==> src/rtl/bnw_pkg.sv <==
// Shared widths and default geometry for the falling-block lanes.
package bnw_pkg;
    localparam int Y_W    = 10;
    localparam int BEAT_W = 7;

    localparam int Y_TOP_D  = 120;
    localparam int Y_BOT_D  = 720;
    localparam int SPEED_D  = 1;
    localparam int HIT_LO_D = 600;
    localparam int HIT_HI_D = 719;

    typedef logic [Y_W-1:0]    y_t;
    typedef logic [BEAT_W-1:0] beat_t;
endpackage

==> src/rtl/lane_slots.sv <==
// One key lane: slot allocation, falling motion, retirement and hit select.
module lane_slots
    import bnw_pkg::*;
#(
    parameter int SLOTS  = 4,
    parameter int Y_TOP  = Y_TOP_D,
    parameter int Y_BOT  = Y_BOT_D,
    parameter int SPEED  = SPEED_D,
    parameter int HIT_LO = HIT_LO_D,
    parameter int HIT_HI = HIT_HI_D
) (
    input  logic                 clk,
    input  logic                 clr,
    input  logic                 freeze,
    input  logic                 tick,
    input  logic                 beat_adv,
    input  logic                 spawn,
    input  logic                 hit,
    output logic [SLOTS*Y_W-1:0] y_flat,
    output logic [SLOTS-1:0]     vld,
    output logic                 hit_ok,
    output logic                 miss,
    output logic                 overflow
);
    localparam y_t YT  = y_t'(Y_TOP);
    localparam y_t YB  = y_t'(Y_BOT);
    localparam y_t SPD = y_t'(SPEED);
    localparam y_t HLO = y_t'(HIT_LO);
    localparam y_t HHI = y_t'(HIT_HI);

    y_t             y_q [SLOTS];
    y_t             y_d [SLOTS];
    logic [SLOTS-1:0] vld_d;
    logic           hit_ok_d, miss_d, ovf_d;
    logic           h_found, f_found;
    int             h_idx, f_idx;
    y_t             best, adv;

    always_comb begin
        for (int i = 0; i < SLOTS; i++) y_d[i] = y_q[i];
        vld_d    = vld;
        hit_ok_d = 1'b0;
        miss_d   = 1'b0;
        ovf_d    = overflow;
        h_found  = 1'b0;
        h_idx    = 0;
        best     = '0;
        f_found  = 1'b0;
        f_idx    = 0;
        adv      = '0;

        // strict > keeps the lowest index on equal rows
        for (int i = 0; i < SLOTS; i++) begin
            if (vld[i] && y_q[i] >= HLO && y_q[i] <= HHI &&
                (!h_found || y_q[i] > best)) begin
                h_found = 1'b1;
                h_idx   = i;
                best    = y_q[i];
            end
        end

        for (int i = 0; i < SLOTS; i++) begin
            if (!vld[i] && !f_found) begin
                f_found = 1'b1;
                f_idx   = i;
            end
        end

        if (!freeze) begin
            for (int i = 0; i < SLOTS; i++) begin
                if (vld[i] && tick) begin
                    adv = y_q[i] + SPD;
                    if (adv >= YB) begin
                        y_d[i]   = YB;
                        vld_d[i] = 1'b0;
                        if (!(hit && h_found && h_idx == i))
                            miss_d = 1'b1;
                    end else begin
                        y_d[i] = adv;
                    end
                end
            end

            if (hit && h_found) begin
                vld_d[h_idx] = 1'b0;
                y_d[h_idx]   = YB;
                hit_ok_d     = 1'b1;
            end

            if (beat_adv && spawn) begin
                if (f_found) begin
                    vld_d[f_idx] = 1'b1;
                    y_d[f_idx]   = YT;
                end else begin
                    ovf_d = 1'b1;
                end
            end
        end
    end

    always_ff @(posedge clk) begin
        if (clr) begin
            for (int i = 0; i < SLOTS; i++) y_q[i] <= YB;
            vld      <= '0;
            hit_ok   <= 1'b0;
            miss     <= 1'b0;
            overflow <= 1'b0;
        end else begin
            for (int i = 0; i < SLOTS; i++) y_q[i] <= y_d[i];
            vld      <= vld_d;
            hit_ok   <= hit_ok_d;
            miss     <= miss_d;
            overflow <= ovf_d;
        end
    end

    always_comb begin
        for (int i = 0; i < SLOTS; i++) y_flat[i*Y_W +: Y_W] = y_q[i];
    end
endmodule

==> src/rtl/lane_block_gen.sv <==
// Falling-block generator for NUM_LANES piano-key lanes.
// Define LANE_BLOCK_HIT_EN to enable key-hit removal of blocks.
module lane_block_gen
    import bnw_pkg::*;
#(
    parameter int NUM_LANES = 4,
    parameter int SLOTS     = 4,
    parameter int Y_TOP     = Y_TOP_D,
    parameter int Y_BOT     = Y_BOT_D,
    parameter int SPEED     = SPEED_D,
    parameter int HIT_LO    = HIT_LO_D,
    parameter int HIT_HI    = HIT_HI_D
) (
    input  logic                           clk,
    input  logic                           rst,
    input  logic                           restart,
    input  logic                           stop_or_endgame,
    input  logic                           tick,
    input  logic [BEAT_W-1:0]              beat_cnt,
    input  logic [NUM_LANES-1:0]           spawn_mask,
    input  logic [NUM_LANES-1:0]           hit,
    output logic [NUM_LANES*SLOTS*Y_W-1:0] block_y,
    output logic [NUM_LANES*SLOTS-1:0]     block_vld,
    output logic [NUM_LANES-1:0]           hit_ok,
    output logic [NUM_LANES-1:0]           miss,
    output logic                           overflow
);
    logic                 clr;
    logic                 beat_adv;
    beat_t                prev_beat;
    logic [NUM_LANES-1:0] hit_en;
    logic [NUM_LANES-1:0] ovf_l;

    assign clr      = rst | restart;
    assign beat_adv = beat_cnt > prev_beat;

    always_ff @(posedge clk) begin
        if (clr) prev_beat <= '0;
        else     prev_beat <= beat_cnt;
    end

`ifdef LANE_BLOCK_HIT_EN
    assign hit_en = hit;
`else
    logic unused_hit;
    assign unused_hit = ^hit;
    assign hit_en     = '0;
`endif

    for (genvar l = 0; l < NUM_LANES; l++) begin : g_lane
        lane_slots #(
            .SLOTS (SLOTS),
            .Y_TOP (Y_TOP),
            .Y_BOT (Y_BOT),
            .SPEED (SPEED),
            .HIT_LO(HIT_LO),
            .HIT_HI(HIT_HI)
        ) u_lane (
            .clk     (clk),
            .clr     (clr),
            .freeze  (stop_or_endgame),
            .tick    (tick),
            .beat_adv(beat_adv),
            .spawn   (spawn_mask[l]),
            .hit     (hit_en[l]),
            .y_flat  (block_y[l*SLOTS*Y_W +: SLOTS*Y_W]),
            .vld     (block_vld[l*SLOTS +: SLOTS]),
            .hit_ok  (hit_ok[l]),
            .miss    (miss[l]),
            .overflow(ovf_l[l])
        );
    end

    assign overflow = |ovf_l;
endmodule

==> config.mk <==
export PLATFORM = sky130hd
export DESIGN_NAME = lane_block_gen
export DESIGN_NICKNAME = d
export VERILOG_FILES = /design/src/rtl/bnw_pkg.sv /design/src/rtl/lane_slots.sv /design/src/rtl/lane_block_gen.sv
export SDC_FILE = /design/constraint.sdc
export NUM_CORES = 1
export LEC_CHECK = 0
export CORE_AREA = 2 2 202 204
export DETAILED_ROUTE_END_ITERATION = 16
export DIE_AREA = 0 0 204 206
export GPL_TIMING_DRIVEN = 0
export PLACE_DENSITY_LB_ADDON = 0.3
export SYNTH_ARGS = -nofsm -noshare
export SYNTH_HDL_FRONTEND = slang
export SYNTH_HIERARCHICAL = 1
export SYNTH_SLANG_ARGS = --single-unit
==> constraint.sdc <==
create_clock -name clk -period 8.2 [get_ports clk]
set_input_delay 1.64 -clock clk [delete_from_list [all_inputs] [get_ports clk]]
set_output_delay 1.64 -clock clk [all_outputs]
set_load 0.02 [all_outputs]
==> impl_metrics.env <==
export IMPL_outcome="complete, no violations"
export IMPL_synthFlopType="dfxtp_1"
export IMPL_timing_hold_ws_ns=0.542
export IMPL_tightest_slew_ns=1.17
export IMPL_die_area_mm2=0.0420
export IMPL_cp_start_kind="input port"
export IMPL_slew_viol_final=0
export IMPL_cts_sinks=195
export IMPL_setup_viol=0
export IMPL_ys_seq_elements=195
export IMPL_antenna_found_initial=1
export IMPL_gp_congestion=1.00
export IMPL_crit_path_max_fanout=12
export IMPL_routed_via_density=6.47
export IMPL_synthToLayoutAreaGrowth_pct=17.4
export IMPL_clk_pin_slew_worst_paths_ns=0.07
export IMPL_die_width_um=204
export IMPL_finalCriticalPeriod_ns=5.01
export IMPL_synth_yosys_seq_area_share=0.206
export IMPL_slew_headroom=0.217
export IMPL_grt_use_total=0.314
export IMPL_p_sw_frac=0.280
export IMPL_nNetsFinal=2998
export IMPL_cts_setup_buffers=0
export IMPL_power_frac_comb=0.112
export IMPL_drt_wirelength_per_cell_um=20.3
export IMPL_clk_path_buf_depth=2
export IMPL_p_int_mw=1.47
export IMPL_register_area_mm2=0.00390
export IMPL_overflow=0
export IMPL_final_util=0.554
export IMPL_share_seq_of_total_power=0.472
export IMPL_switching_power_mw=0.574
export IMPL_core_area_mm2=0.0402
export IMPL_drive_above_1_share=0.0844
export IMPL_cap_violations=0
export IMPL_drc=0
export IMPL_final_common_cell="nand2_1"
export IMPL_numCtsBuffers=17
export IMPL_critPathCaptureType="register"
export IMPL_fillers=3786
export IMPL_htree_levels=4
export IMPL_min_path_type="reg -> reg"
export IMPL_avgSynthCellArea_um2=7.35
export IMPL_clock_latency_ns=0.47
export IMPL_crit_required_ns=8.54
export IMPL_critical_path_class="in -> reg"
export IMPL_async_reset_ff_frac=0
export IMPL_cts_resized=0
export IMPL_power_density_mw_per_mm2=92.0
export IMPL_worst_ep_arrival_time_ns=5.34
export IMPL_final_area_mm2=0.0223
export IMPL_power_frac_clock=0.416
export IMPL_detail_route_antenna_nets=0
export IMPL_synth_area_mm2=0.0190
export IMPL_p_leak_nw=7.92
export IMPL_cts_tree="built"
export IMPL_cts_root_buf="clkbuf_16"
export IMPL_hold_viol_final=0
export IMPL_grt_first_pass_wirelength_um=107000
export IMPL_yosysUniqueCellTypes=130
export IMPL_grt_pass1_vias=20200
export IMPL_synth_edff_count=0
export IMPL_p_total_mw=2.05
export IMPL_multi_input_area_mm2=0.0137
export IMPL_io_buffers=200
export IMPL_synth_cells=2581
export IMPL_grt_setup_unrepaired="no"
export IMPL_ctsHoldBuffers=0
export IMPL_ios=205
export IMPL_dp_hpwl_um=51200
export IMPL_ys_warn_count=6
export IMPL_die_h_um=206
export IMPL_final_cell_mix="nand2_1 (279), a21oi_1 (225), clkdlybuf4s50_1 (200)"
export IMPL_placed_area_mm2=0.0217
export IMPL_start_util=0.472
export IMPL_peakVddDrop_v=0.000138
export IMPL_finalCritPeriodShare=0.611
export IMPL_grt_start_max_net_pins=17
export IMPL_fmax_mhz=200
export IMPL_routed_wl_um=68200
export IMPL_setup_tns_ns=0
export IMPL_via_count=21800
export IMPL_firstDrtPassIters=6
export IMPL_finClkSkew_ns=0.0155
export IMPL_drtIter0Drc=2087
export IMPL_std_cell_rows=74
[metal layers]
layer  track usage  share of wire  up-vias  wire [um]
met4         0.149          0.040        0       2720
met2         0.501           0.45     1257      30800
met3        0.0494          0.093      196       6340
met1         0.414           0.42    10200      28300
li1              -              -    10100          -
met5             0              0        -          0
[Yosys cell counts, types with 15 or more instances]
library cell	count	area share
nor2b_1	19	0.0063
or2_2	15	0.0049
inv_1	132	0.026
nand2_1	279	0.055
a21oi_1	225	0.059
nor4_1	19	0.0063
nand2b_1	29	0.0096
and4_1	22	0.010
nand3_1	120	0.032
o22ai_1	18	0.0059
o211ai_1	23	0.0091
buf_2	48	0.013
dfxtp_1	195	0.21
a31oi_1	58	0.019
o31ai_1	27	0.011
nand4_1	90	0.030
o21ai_1	17	0.0045
clkbuf_1	94	0.019
and3_1	36	0.012
and2_1	36	0.012
nor3_1	79	0.021
xnor2_1	19	0.0088
a32oi_1	15	0.0069
o32ai_1	19	0.0088
buf_4	18	0.0071
mux2_2	31	0.018
ha_1	159	0.10
o21ai_0	125	0.033
a211oi_1	17	0.0067
nor2_1	199	0.039
a21o_1	20	0.0079
or3_1	15	0.0049
[power groups by stage]
stage | combinational, mW | sequential [mW] | clock [mW]
2_1_floorplan | 0.132 | 0.993 | 0
3_3_place_gp | 0.216 | 0.989 | 0
3_5_place_dp | 0.221 | 0.989 | 0
4_1_cts | 0.222 | 0.967 | 0.867
5_1_grt | 0.246 | 0.968 | 0.894
6_report | 0.230 | 0.967 | 0.852
[sequential cells by signal (all words and copies together) (netlist names)]
name and cells:
g_lane.u_lane/hit_ok 4, prev_beat 7, g_lane.u_lane/vld 16, g_lane.u_lane/y_q 160, g_lane.u_lane/miss 4, g_lane.u_lane/overflow 4
[worst max-delay path: stages]
cell and delay, ns:
clkdlybuf4s50_1 0.44, ha_1 0.34, nand2_1 0.06, o21ai_0 0.43, o22a_1 0.64, nand4_1 0.32
or2_2 0.35, nor2_1 0.44, nor2_1 0.24, and2_4 0.23, a22oi_1 0.15, nor2_1 0.06
[layout make-up]
class / instances / area share
multi-input cells: 2089 / 0.616
flip-flops and latches: 195 / 0.175
repair buffers: 200 / 0.0899
plain buffers: 179 / 0.0409
well taps: 532 / 0.0299
inverters: 137 / 0.0232
clock buffers: 21 / 0.0198
clock inverters: 10 / 0.00500
diodes: 2 / 0.000225
[kinds of logic after synthesis]
group,count (synthesis),synth area share
adder cells (fa/ha/maj),159,0.105
flip-flops,195,0.206
buffers and inverters,316,0.0752
AO/OA/AOI/OAI,806,0.298
XOR/XNOR,23,0.0106
multiplexers,42,0.0242
AND/OR/NAND/NOR,1035,0.280
other,5,0.000989
[stage by stage]
stage	instances	setup slack [ns]
final	3365	3.19
after global routing	3364	3.10
after CTS	3363	3.31
after detailed placement	3332	2.83
after global placement	3332	2.94
after floorplan	2600	4.33
[path summary, 6_finish.rpt]
kind / start / to / slack, ns / cells past startpoint
setup / recovery: beat_cnt[6] / g_lane[0].u_lane/y_q[3][1] / 3.19 / 12
hold / removal: g_lane[0].u_lane/overflow / g_lane[0].u_lane/overflow / 0.54 / 2
setup reg to reg: prev_beat[4] / g_lane[0].u_lane/y_q[3][1] / 4.51 / 12
hold reg to reg: g_lane[0].u_lane/overflow / g_lane[0].u_lane/overflow / 0.54 / 2
Power figures use the tool's default switching activity.
